==> config.mk <==
export PLATFORM = sky130hd
export DESIGN_NAME = core_step_ctrl_flat
export DESIGN_NICKNAME = d
export VERILOG_FILES = /design/src/rtl/core_step_ctrl_if.sv /design/src/rtl/core_step_ctrl.sv /design/src/flat_wrapper.sv
export SDC_FILE = /design/constraint.sdc
export NUM_CORES = 1
export LEC_CHECK = 0
export BUFFER_PORTS_ARGS = -buffer_cell sky130_fd_sc_hd__buf_2
export CAP_MARGIN = 20
export CELL_PAD_IN_SITES_DETAIL_PLACEMENT = 1
export CELL_PAD_IN_SITES_GLOBAL_PLACEMENT = 1
export CORE_ASPECT_RATIO = 0.6
export CORE_UTILIZATION = 32
export DETAILED_ROUTE_END_ITERATION = 12
export HOLD_SLACK_MARGIN = 0.06
export MAX_ROUTING_LAYER = met4
export PLACE_DENSITY_LB_ADDON = 0.1
export SLEW_MARGIN = 25
export SYNTH_ARGS = -nofsm -noshare
export SYNTH_HDL_FRONTEND = slang
export SYNTH_SLANG_ARGS = --single-unit
==> constraint.sdc <==
create_clock -name clk -period 2.2 [get_ports clk]
set_input_delay 0.44 -clock clk [delete_from_list [all_inputs] [get_ports clk]]
set_output_delay 0.44 -clock clk [all_outputs]
set_load 0.01 [all_outputs]
==> src/rtl/core_step_ctrl_if.sv <==
// Pacing-controller bus: raw board inputs and core halt request in,
// advance/freeze pacing and LED status out.
interface core_step_ctrl_if #(
  parameter int CNT_W = 16
);
  logic             btn;
  logic             mode_sel;
  logic             halt_req;
  logic             advance;
  logic             freeze;
  logic [CNT_W-1:0] step_count;
  logic             btn_db;
  logic [1:0]       state;

  modport master (
    output btn, mode_sel, halt_req,
    input  advance, freeze, step_count, btn_db, state
  );

  modport slave (
    input  btn, mode_sel, halt_req,
    output advance, freeze, step_count, btn_db, state
  );
endinterface

==> src/rtl/core_step_ctrl.sv <==
// Execution-pacing stage for the dual-issue core: synchronises and debounces the
// step button, then issues single-cycle advance pulses in step or free-run mode.
module core_step_ctrl #(
  parameter int DB_CYCLES   = 1_000_000,
  parameter int AUTO_PERIOD = 100_000_000,
  parameter int CNT_W       = 16
) (
  input logic             clk,
  input logic             rst,
  core_step_ctrl_if.slave bus
);
  localparam int DB_W   = (DB_CYCLES > 1) ? $clog2(DB_CYCLES) : 1;
  localparam int TICK_W = (AUTO_PERIOD > 1) ? $clog2(AUTO_PERIOD) : 1;
  // Terminal values sized to the counters so the compare never truncates.
  localparam logic [DB_W-1:0]   DB_LAST   = DB_W'(DB_CYCLES - 1);
  localparam logic [TICK_W-1:0] TICK_LAST = TICK_W'(AUTO_PERIOD - 1);

  typedef enum logic [1:0] {
    IDLE = 2'b00,
    RUN  = 2'b01,
    HALT = 2'b10
  } state_t;

  logic [1:0]        sync1_reg, sync2_reg;
  logic              s_btn, s_mode;
  logic [DB_W-1:0]   db_cnt_reg;
  logic              btn_db_reg, btn_db_q_reg;
  logic              press_evt;
  state_t            state_reg, state_next;
  logic              advance_reg, advance_next;
  logic              freeze_reg;
  logic [TICK_W-1:0] tick_cnt_reg, tick_cnt_next;
  logic [CNT_W-1:0]  step_count_reg;

  // Bit 0 carries the button, bit 1 the run-mode switch.
  always_ff @(posedge clk) begin
    if (rst) begin
      sync1_reg <= 2'b00;
      sync2_reg <= 2'b00;
    end else begin
      sync1_reg <= {bus.mode_sel, bus.btn};
      sync2_reg <= sync1_reg;
    end
  end

  assign s_btn  = sync2_reg[0];
  assign s_mode = sync2_reg[1];

  always_ff @(posedge clk) begin
    if (rst) begin
      db_cnt_reg   <= '0;
      btn_db_reg   <= 1'b0;
      btn_db_q_reg <= 1'b0;
    end else begin
      btn_db_q_reg <= btn_db_reg;
      if (s_btn == btn_db_reg) begin
        db_cnt_reg <= '0;
      end else if (db_cnt_reg == DB_LAST) begin
        btn_db_reg <= s_btn;
        db_cnt_reg <= '0;
      end else begin
        db_cnt_reg <= db_cnt_reg + 1'b1;
      end
    end
  end

  assign press_evt = btn_db_reg & ~btn_db_q_reg;

  always_ff @(posedge clk) begin
    if (rst) begin
      state_reg      <= IDLE;
      advance_reg    <= 1'b0;
      freeze_reg     <= 1'b1;
      tick_cnt_reg   <= '0;
      step_count_reg <= '0;
    end else begin
      state_reg      <= state_next;
      advance_reg    <= advance_next;
      freeze_reg     <= ~advance_next;
      tick_cnt_reg   <= tick_cnt_next;
      step_count_reg <= step_count_reg + CNT_W'(advance_reg);
    end
  end

  // halt_req outranks every other event in IDLE and RUN.
  always_comb begin
    state_next = state_reg;
    case (state_reg)
      IDLE: begin
        if (bus.halt_req)  state_next = HALT;
        else if (s_mode)   state_next = RUN;
      end
      RUN: begin
        if (bus.halt_req)  state_next = HALT;
        else if (!s_mode)  state_next = IDLE;
      end
      HALT: begin
        if (press_evt && !bus.halt_req) state_next = IDLE;
      end
      default: state_next = IDLE;
    endcase
  end

  always_comb begin
    advance_next  = 1'b0;
    tick_cnt_next = tick_cnt_reg;
    case (state_reg)
      IDLE: begin
        if (!bus.halt_req) begin
          if (s_mode)         tick_cnt_next = '0;
          else if (press_evt) advance_next  = 1'b1;
        end
      end
      RUN: begin
        if (bus.halt_req) begin
          tick_cnt_next = '0;
        end else if (s_mode) begin
          if (tick_cnt_reg == TICK_LAST) begin
            advance_next  = 1'b1;
            tick_cnt_next = '0;
          end else begin
            tick_cnt_next = tick_cnt_reg + 1'b1;
          end
        end
      end
      default: begin
        advance_next  = 1'b0;
        tick_cnt_next = tick_cnt_reg;
      end
    endcase
  end

  assign bus.advance    = advance_reg;
  assign bus.freeze     = freeze_reg;
  assign bus.step_count = step_count_reg;
  assign bus.btn_db     = btn_db_reg;
  assign bus.state      = state_reg;
endmodule

==> src/flat_wrapper.sv <==
// flat-port wrapper written by rule: the top's interface ports become plain ports
module core_step_ctrl_flat 
#(
  parameter int DB_CYCLES   = 1_000_000,
  parameter int AUTO_PERIOD = 100_000_000,
  parameter int CNT_W       = 16
)
  (clk, rst, bus_btn, bus_mode_sel, bus_halt_req, bus_advance, bus_freeze, bus_step_count, bus_btn_db, bus_state);
  core_step_ctrl_if #(.CNT_W(CNT_W)) bus_i ();
  input logic clk;
  input logic rst;
  input wire logic [$bits(bus_i.btn)-1:0] bus_btn;
  input wire logic [$bits(bus_i.mode_sel)-1:0] bus_mode_sel;
  input wire logic [$bits(bus_i.halt_req)-1:0] bus_halt_req;
  output wire logic [$bits(bus_i.advance)-1:0] bus_advance;
  output wire logic [$bits(bus_i.freeze)-1:0] bus_freeze;
  output wire logic [$bits(bus_i.step_count)-1:0] bus_step_count;
  output wire logic [$bits(bus_i.btn_db)-1:0] bus_btn_db;
  output wire logic [$bits(bus_i.state)-1:0] bus_state;
  assign bus_i.btn = bus_btn;
  assign bus_i.mode_sel = bus_mode_sel;
  assign bus_i.halt_req = bus_halt_req;
  assign bus_advance = bus_i.advance;
  assign bus_freeze = bus_i.freeze;
  assign bus_step_count = bus_i.step_count;
  assign bus_btn_db = bus_i.btn_db;
  assign bus_state = bus_i.state;
  core_step_ctrl #(.DB_CYCLES(DB_CYCLES), .AUTO_PERIOD(AUTO_PERIOD), .CNT_W(CNT_W)) u_core (.clk(clk), .rst(rst), .bus(bus_i));
endmodule
=== After elaboration in Yosys (flattened, before gate mapping) ===
Index checks and enable logic that the tools add are counted.

* Register bits: 73
* Input bits: 5
* Output and inout bits: 21
* Logic and storage cells: 55

* Add/sub/neg operators: 3
* Equal/unequal tests: 11
* Mux-type cells: 19
* Bitwise logic cells: 4
* Reduce and logical (&&, ||, !) cells: 8

{| class="wikitable"
|+ Operator list
! operator !! count
|-
| two-way mux 27 bit || 5
|-
| one-hot mux 27 bit (2 select lines) || 1
|-
| adder 27 x 1 -> 27 bit (second input constant) || 1
|-
| equality test 27 bit (second input constant) || 1
|-
| adder 20 x 1 -> 20 bit (second input constant) || 1
|-
| equality test 20 bit (second input constant) || 1
|-
| adder 16 x 1 -> 16 bit || 1
|-
| two-way mux 2 bit || 5
|-
| two-way mux 1 bit || 6
|-
| inequality test 3 x 2 -> 1 bit (second input constant) || 2
|-
| one-hot mux 2 bit (3 select lines) || 1
|-
| inequality test 2 x 1 -> 1 bit (second input constant) || 2
|-
| AND reduction 4 bit || 1
|-
| inequality test 3 bit (second input constant) || 1
|-
| NOT 1 bit || 3
|-
| AND reduction 3 bit || 1
|-
| OR reduction 3 bit || 1
|-
| equality test 2 x 1 -> 1 bit (second input constant) || 1
|-
| equality test 2 bit (second input constant) || 1
|-
| logical NOT 2 bit || 1
|-
| inequality test 2 bit (second input constant) || 1
|-
| one-hot mux 1 bit (2 select lines) || 1
|-
| AND reduction 2 bit || 1
|-
| nonzero test 2 bit || 1
|-
| other kinds (4) || 4
|}

=== Logic depth before layout (Yosys ltp) ===
* Depth after elaboration: 7
* Mapped depth: 6
* Mapped depth without buffers: 6

=== Least setup slack after synthesis ===
Ideal clock, no wire load.

* Path type: reg-to-reg
* Start: register u_core.state_reg[0] (netlist: u_core.bus.state[0])
* End: register u_core.tick_cnt_reg[19]
* Library setup time: 80 ps
* Data arrival time: 1894 ps
* Data required time: 2120 ps
* Slack: 227 ps
* Stages on the path, launching flop included: 6
* Buffers on the path: 1
* Period minus slack after synthesis: 1973 ps
* Path through: dfxtp_1 mux2i_1 or4_1 buf_2 or4_1 a22oi_1

* Longest elaborated chain between the ends: 3
* Elaborated cells between the ends (all ways): 8
* Classes of those cells: eq/ne (4); mux (1); reduce/logical (3)

{| class="wikitable"
|+ RTL lines
! element !! RTL line !! source
|-
| start, declared || core_step_ctrl.sv:29 || <nowiki>state_t state_reg, state_next;</nowiki>
|-
| start signal, assigned || core_step_ctrl.sv:77 || <nowiki>state_reg <= state_next;</nowiki>
|-
| equality test 2 x 1 -> 1 bit / logical NOT 2 bit (equally long branches) || core_step_ctrl.sv:107 || <nowiki>case (state_reg)</nowiki>
|-
| inequality test 3 x 2 -> 1 bit (no line) (tied with other cells) || -- ||
|-
| AND reduction 4 bit (no line) || -- ||
|-
| end signal, assigned || core_step_ctrl.sv:80 || <nowiki>tick_cnt_reg <= tick_cnt_next;</nowiki>
|-
| end, declared || core_step_ctrl.sv:32 || <nowiki>logic [TICK_W-1:0] tick_cnt_reg, tick_cnt_next;</nowiki>
|}

Parallel ways exist; a longest one is shown, timed or not.
A chain may end at the register's enable or synchronous reset.

=== Worst setup path after layout ===
* Start: register u_core.tick_cnt_reg[1]
* End: register u_core.tick_cnt_reg[26]

* Longest elaborated chain between the ends: 5
* Elaborated cells between the ends (all ways): 6
* Classes of those cells: add/sub (1); eq/ne (1); mux (4)

{| class="wikitable"
|+ RTL lines
! element !! RTL line !! source
|-
| adder 27 x 1 -> 27 bit / equality test 27 bit (equally long branches) || core_step_ctrl.sv:122, core_step_ctrl.sv:118 ||
|-
| two-way mux 27 bit * || core_step_ctrl.sv:118 || <nowiki>if (tick_cnt_reg == TICK_LAST) begin</nowiki>
|-
| two-way mux 27 bit * || core_step_ctrl.sv:117 || <nowiki>end else if (s_mode) begin</nowiki>
|-
| two-way mux 27 bit * || core_step_ctrl.sv:115 || <nowiki>if (bus.halt_req) begin</nowiki>
|-
| one-hot mux 27 bit (2 select lines) * || core_step_ctrl.sv:107 ||
|}

Every way passes the cells marked *; elsewhere a longest branch is shown, timed or not. The select of a mux whose other input is x is not followed.

==> report_table.html <==
<table>
<tr><th>Metric</th><th>Value</th></tr>
<tr><th colspan="2">Yosys</th></tr>
<tr><td>Synth top area cells</td><td>sky130_fd_sc_hd__dfxtp_1 44%, sky130_fd_sc_hd__xor2_1 4.7%, sky130_fd_sc_hd__a22oi_1 3.6%</td></tr>
<tr><td>Share of async-settable or async-resettable flops after synthesis</td><td>0</td></tr>
<tr><td>Number of enable-type register cells in the synthesized netlist</td><td>0</td></tr>
<tr><td>Total of flip-flops plus latches after synthesis</td><td>73</td></tr>
<tr><td>Post-synthesis sequential area ratio</td><td>0.436</td></tr>
<tr><td>Synthesized net count</td><td>391</td></tr>
<tr><td>Cell accounting for the most synthesized area</td><td>sky130_fd_sc_hd__dfxtp_1</td></tr>
<tr><td>Portion of synthesized cell area occupied by the leading cell type</td><td>0.436</td></tr>
<tr><td>YS warnings</td><td>0</td></tr>
<tr><td>Summed instance area of the synthesized netlist</td><td>3350 um2</td></tr>
<tr><td>Unique masters post-synth</td><td>37</td></tr>
<tr><td>Most frequently used flop master after synthesis</td><td>sky130_fd_sc_hd__dfxtp_1</td></tr>
<tr><td>Post-synthesis instance total</td><td>382</td></tr>
<tr><td>Mean cell area of the mapped netlist</td><td>8.78 um2</td></tr>
<tr><td>Commonest cells in the netlist</td><td>73 x sky130_fd_sc_hd__dfxtp_1, 23 x sky130_fd_sc_hd__a21oi_1, 23 x sky130_fd_sc_hd__nand2_1, 23 x sky130_fd_sc_hd__nand3_1, 23 x sky130_fd_sc_hd__nor2_1</td></tr>
<tr><td>Count leader, synth</td><td>sky130_fd_sc_hd__dfxtp_1</td></tr>
<tr><th colspan="2">Layout</th></tr>
<tr><td>Number of inserted diodes</td><td>0</td></tr>
<tr><td>Flip-flop count of the largest register, all copies and words added</td><td>27</td></tr>
<tr><td>Layout cells sized above 1</td><td>0.147</td></tr>
<tr><td>Final Instance Count excl. Fillers</td><td>558</td></tr>
<tr><td>Post-Route Utilization</td><td>0.404</td></tr>
<tr><td>Post-route cell area</td><td>4050 um2</td></tr>
<tr><td>Filler cells</td><td>1210</td></tr>
<tr><td>Area Overhead vs Synth</td><td>20.6%</td></tr>
<tr><td># nets final</td><td>427</td></tr>
<tr><th colspan="2">Clock tree</th></tr>
<tr><td>Maximum root-to-sink buffer count</td><td>2</td></tr>
<tr><td>CTS tree</td><td>yes</td></tr>
<tr><td>Clock-pin slew of the registers on the worst-case setup and hold paths</td><td>0.06 ns</td></tr>
<tr><td>H-tree levels</td><td>3</td></tr>
<tr><td>CTS sink count</td><td>73</td></tr>
<tr><td>Hold bufs inserted after CTS</td><td>0</td></tr>
<tr><td>Setup Buffers After CTS</td><td>0</td></tr>
<tr><td>Latest clock arrival within the worst-skew pair</td><td>0.33 ns</td></tr>
<tr><td>CTS root buf</td><td>sky130_fd_sc_hd__clkbuf_16</td></tr>
<tr><td>Clock buffer count from CTS</td><td>9</td></tr>
<tr><td>Post-CTS Resized</td><td>0</td></tr>
<tr><th colspan="2">Critical path</th></tr>
<tr><td>Worst r2r dst</td><td>u_core.tick_cnt_reg[26]</td></tr>
<tr><td>Start of the worst register-to-register path</td><td>u_core.tick_cnt_reg[1]</td></tr>
<tr><td>Category of the critical setup timing path</td><td>reg -&gt; reg</td></tr>
<tr><td>Ordered list of cells on the worst path</td><td>ha_2 &gt; nand3_1 &gt; or4_1 &gt; buf_4 &gt; or4_1 &gt; a22oi_1</td></tr>
<tr><td>Worst reg2reg setup slack</td><td>0.14 ns</td></tr>
<tr><td>Depth of the most critical reg-to-reg path</td><td>6</td></tr>
<tr><td>CP max stage delay</td><td>0.50 ns</td></tr>
<tr><td>Data arrival time of the worst path</td><td>2.31 ns</td></tr>
<tr><td>Slowest-stage cell, CP</td><td>sky130_fd_sc_hd__or4_1</td></tr>
<tr><td>Capture point of the worst path</td><td>u_core.tick_cnt_reg[26]</td></tr>
<tr><td>CP endpoint kind</td><td>register</td></tr>
<tr><td>Kind of start point of the critical path</td><td>register</td></tr>
<tr><td>Required @ worst endpoint</td><td>2.45 ns</td></tr>
<tr><td>Cell repeated most along the worst path</td><td>sky130_fd_sc_hd__or4_1</td></tr>
<tr><td>CP max FO</td><td>14</td></tr>
<tr><td>Worst setup path startpoint</td><td>u_core.tick_cnt_reg[1]</td></tr>
<tr><th colspan="2">Placed design</th></tr>
<tr><td>Quantity of I/O buffers inserted on ports</td><td>25</td></tr>
<tr><td>Estimated wirelength of the detail-placed design</td><td>6720 um</td></tr>
<tr><td>Placement-stage cell area</td><td>3730 um2</td></tr>
<tr><td>Cell count after placement</td><td>542</td></tr>
<tr><td>Routability Congestion</td><td>0.765</td></tr>
<tr><th colspan="2">Global route</th></tr>
<tr><td>Maximum number of pins on one net before global-route repair</td><td>28</td></tr>
<tr><td>Global-route wire length before repair</td><td>15300 um</td></tr>
<tr><td>Vias in the first global route</td><td>2936</td></tr>
<tr><td>Number of antenna violations at the first check in global routing</td><td>0</td></tr>
<tr><td>Remaining global-route overflow</td><td>0</td></tr>
<tr><td>Overall global routing resource usage</td><td>0.189</td></tr>
<tr><th colspan="2">Floorplanning</th></tr>
<tr><td>Horizontal die dimension</td><td>134 um</td></tr>
<tr><td>Num ports</td><td>26</td></tr>
<tr><td>Placeable core region</td><td>10000 um2</td></tr>
<tr><td>Standard-cell row count</td><td>28</td></tr>
<tr><td>Height of the chip</td><td>81.3 um</td></tr>
<tr><td>Initial cell density of the core</td><td>0.335</td></tr>
<tr><td>Area of the die</td><td>10900 um2</td></tr>
<tr><th colspan="2">Timing</th></tr>
<tr><td>Worst clock skew</td><td>0.00555 ns</td></tr>
<tr><td>Fin Hold WS</td><td>0.332 ns</td></tr>
<tr><td>Max-slew violations</td><td>0</td></tr>
<tr><td>Final hold vios</td><td>0</td></tr>
<tr><td>Setup tns final</td><td>0 ns</td></tr>
<tr><td>Worst Tran Pin Value</td><td>0.480 ns</td></tr>
<tr><td>Max Fclk</td><td>486 MHz</td></tr>
<tr><td>Min Clock Period, post-route</td><td>2.06 ns</td></tr>
<tr><td>Crit share post-route</td><td>0.936</td></tr>
<tr><td># setup viols final</td><td>0</td></tr>
<tr><td>RSZ-0062 raised after global routing</td><td>no</td></tr>
<tr><td>Slew headroom</td><td>0.677</td></tr>
<tr><th colspan="2">Detailed routing</th></tr>
<tr><td>Routed Wire Length</td><td>9150 um</td></tr>
<tr><td>Per-cell routed wire length</td><td>16.4 um</td></tr>
<tr><td>Antenna viol nets, final</td><td>0</td></tr>
<tr><td>Count of routing violations after the opening detailed-route iteration</td><td>184</td></tr>
<tr><td>DRC Markers</td><td>0</td></tr>
<tr><td>Via-to-Cell Ratio</td><td>5.44</td></tr>
<tr><td>Routed vias</td><td>3036</td></tr>
<tr><td>Number of detailed-routing iterations run before antenna repair</td><td>4</td></tr>
<tr><th colspan="2">Power</th></tr>
<tr><td>Worst IR drop on VDD</td><td>0.000407 V</td></tr>
<tr><td>Cell Pwr Density</td><td>715 nW/um2</td></tr>
<tr><td>Cell leakage power</td><td>1.40 nW</td></tr>
<tr><th colspan="2">Worst hold path</th></tr>
<tr><td>Path type of the worst min-delay path</td><td>in -&gt; reg</td></tr>
<tr><th colspan="2">Outcome</th></tr>
<tr><td>Status</td><td>completed</td></tr>
<tr><th colspan="2">Run</th></tr>
<tr><td>Max-capacitance violation count</td><td>0</td></tr>
</table>
-- worst min-delay path by stage --
| stage | start | to | slack (ns) | depth (start not counted) |
|---|---|---|---|---|
| after CTS | bus_mode_sel | u_core.sync1_reg[1] | 0.33 | 2 |
| after global routing | bus_mode_sel | u_core.sync1_reg[1] | 0.34 | 2 |
| after global placement | u_core.db_cnt_reg[0] | u_core.db_cnt_reg[0] | 0.42 | 1 |
| after floorplan | u_core.db_cnt_reg[0] | u_core.db_cnt_reg[0] | 0.41 | 1 |
| final | bus_mode_sel | u_core.sync1_reg[1] | 0.33 | 2 |
| after detailed placement | u_core.sync1_reg[0] | u_core.sync2_reg[0] | 0.43 | 1 |
-- metrics by stage --
step	power, W	worst slack [ns]
2_1_floorplan	0.00139	0.227
3_3_place_gp	0.00142	0.0766
3_5_place_dp	0.00142	0.0475
4_1_cts	0.00294	0.102
5_1_grt	0.00300	0.0381
6_report	0.00289	0.142
-- cell families after synthesis --
kind of cell / count (synthesis) / synth area share
flip-flops: 73 / 0.436
XOR/XNOR: 29 / 0.0757
AND/OR/NAND/NOR: 173 / 0.296
AO/OA/AOI/OAI: 77 / 0.142
buffers and inverters: 23 / 0.0261
adder cells (fa/ha/maj): 4 / 0.0149
multiplexers: 3 / 0.00932
-- layer usage --
layer	vias up	GRT usage	wire [um]
met5	-	-	0
met2	47	0.257	3610
li1	1493	-	-
met3	10	0.0518	447
met1	1486	0.268	5000
met4	0	0.0506	94
-- power breakdown --
part           internal, W  switching, W  leakage [nW]  total [W]
Sequential         0.00133    0.00000348         0.590    0.00133
Clock             0.000969      0.000535         0.153    0.00150
Combinational    0.0000202     0.0000368         0.659  0.0000570
-- worst max-delay path: cells and delay by family (launching register included) --
family                   cells  cell delay (ns)
AO/OA/AOI/OAI                1             0.16
adder cells (fa/ha/maj)      1             0.21
buffers and inverters        1             0.19
flip-flops                   1             0.35
AND/OR/NAND/NOR              3             1.07
-- area by class of cell --
type                       count  area, um2  area share
clock buffer                  14        274      0.0677
clock inverter                 2       35.0     0.00866
inverter                       5       18.8     0.00464
multi-input combinational    286       1810       0.448
sequential                    73       1460       0.361
tap                          135        169      0.0417
timing repair buffer          43        273      0.0674
-- placed cells by master, fill, tap and decap left out, types with 2 or more instances in the layout --
cell type,synthesis,layout
sky130_fd_sc_hd__a21oi_1,23,23
sky130_fd_sc_hd__a22oi_1,16,16
sky130_fd_sc_hd__and2_1,5,5
sky130_fd_sc_hd__and3_1,8,8
sky130_fd_sc_hd__and4_1,7,7
sky130_fd_sc_hd__and4b_1,2,2
sky130_fd_sc_hd__buf_2,1,25
sky130_fd_sc_hd__buf_4,0,17
sky130_fd_sc_hd__clkbuf_1,17,2
sky130_fd_sc_hd__clkbuf_16,0,9
sky130_fd_sc_hd__clkbuf_8,0,3
sky130_fd_sc_hd__dfxtp_1,73,72
sky130_fd_sc_hd__ha_1,4,3
sky130_fd_sc_hd__inv_1,5,5
sky130_fd_sc_hd__mux2i_1,2,2
sky130_fd_sc_hd__nand2_1,23,23
sky130_fd_sc_hd__nand2b_1,2,2
sky130_fd_sc_hd__nand3_1,23,23
sky130_fd_sc_hd__nand4_1,19,19
sky130_fd_sc_hd__nor2_1,23,23
sky130_fd_sc_hd__nor2b_1,9,9
sky130_fd_sc_hd__nor3_1,6,6
sky130_fd_sc_hd__nor3b_1,3,3
sky130_fd_sc_hd__nor4_1,5,4
sky130_fd_sc_hd__o21a_1,3,3
sky130_fd_sc_hd__o21ai_0,19,18
sky130_fd_sc_hd__o2bb2a_1,2,2
sky130_fd_sc_hd__o31ai_1,12,12
sky130_fd_sc_hd__or3_1,17,17
sky130_fd_sc_hd__or4_1,16,16
sky130_fd_sc_hd__xnor2_1,11,11
sky130_fd_sc_hd__xor2_1,18,18
No activity file was read; power rests on OpenSTA's default activity.
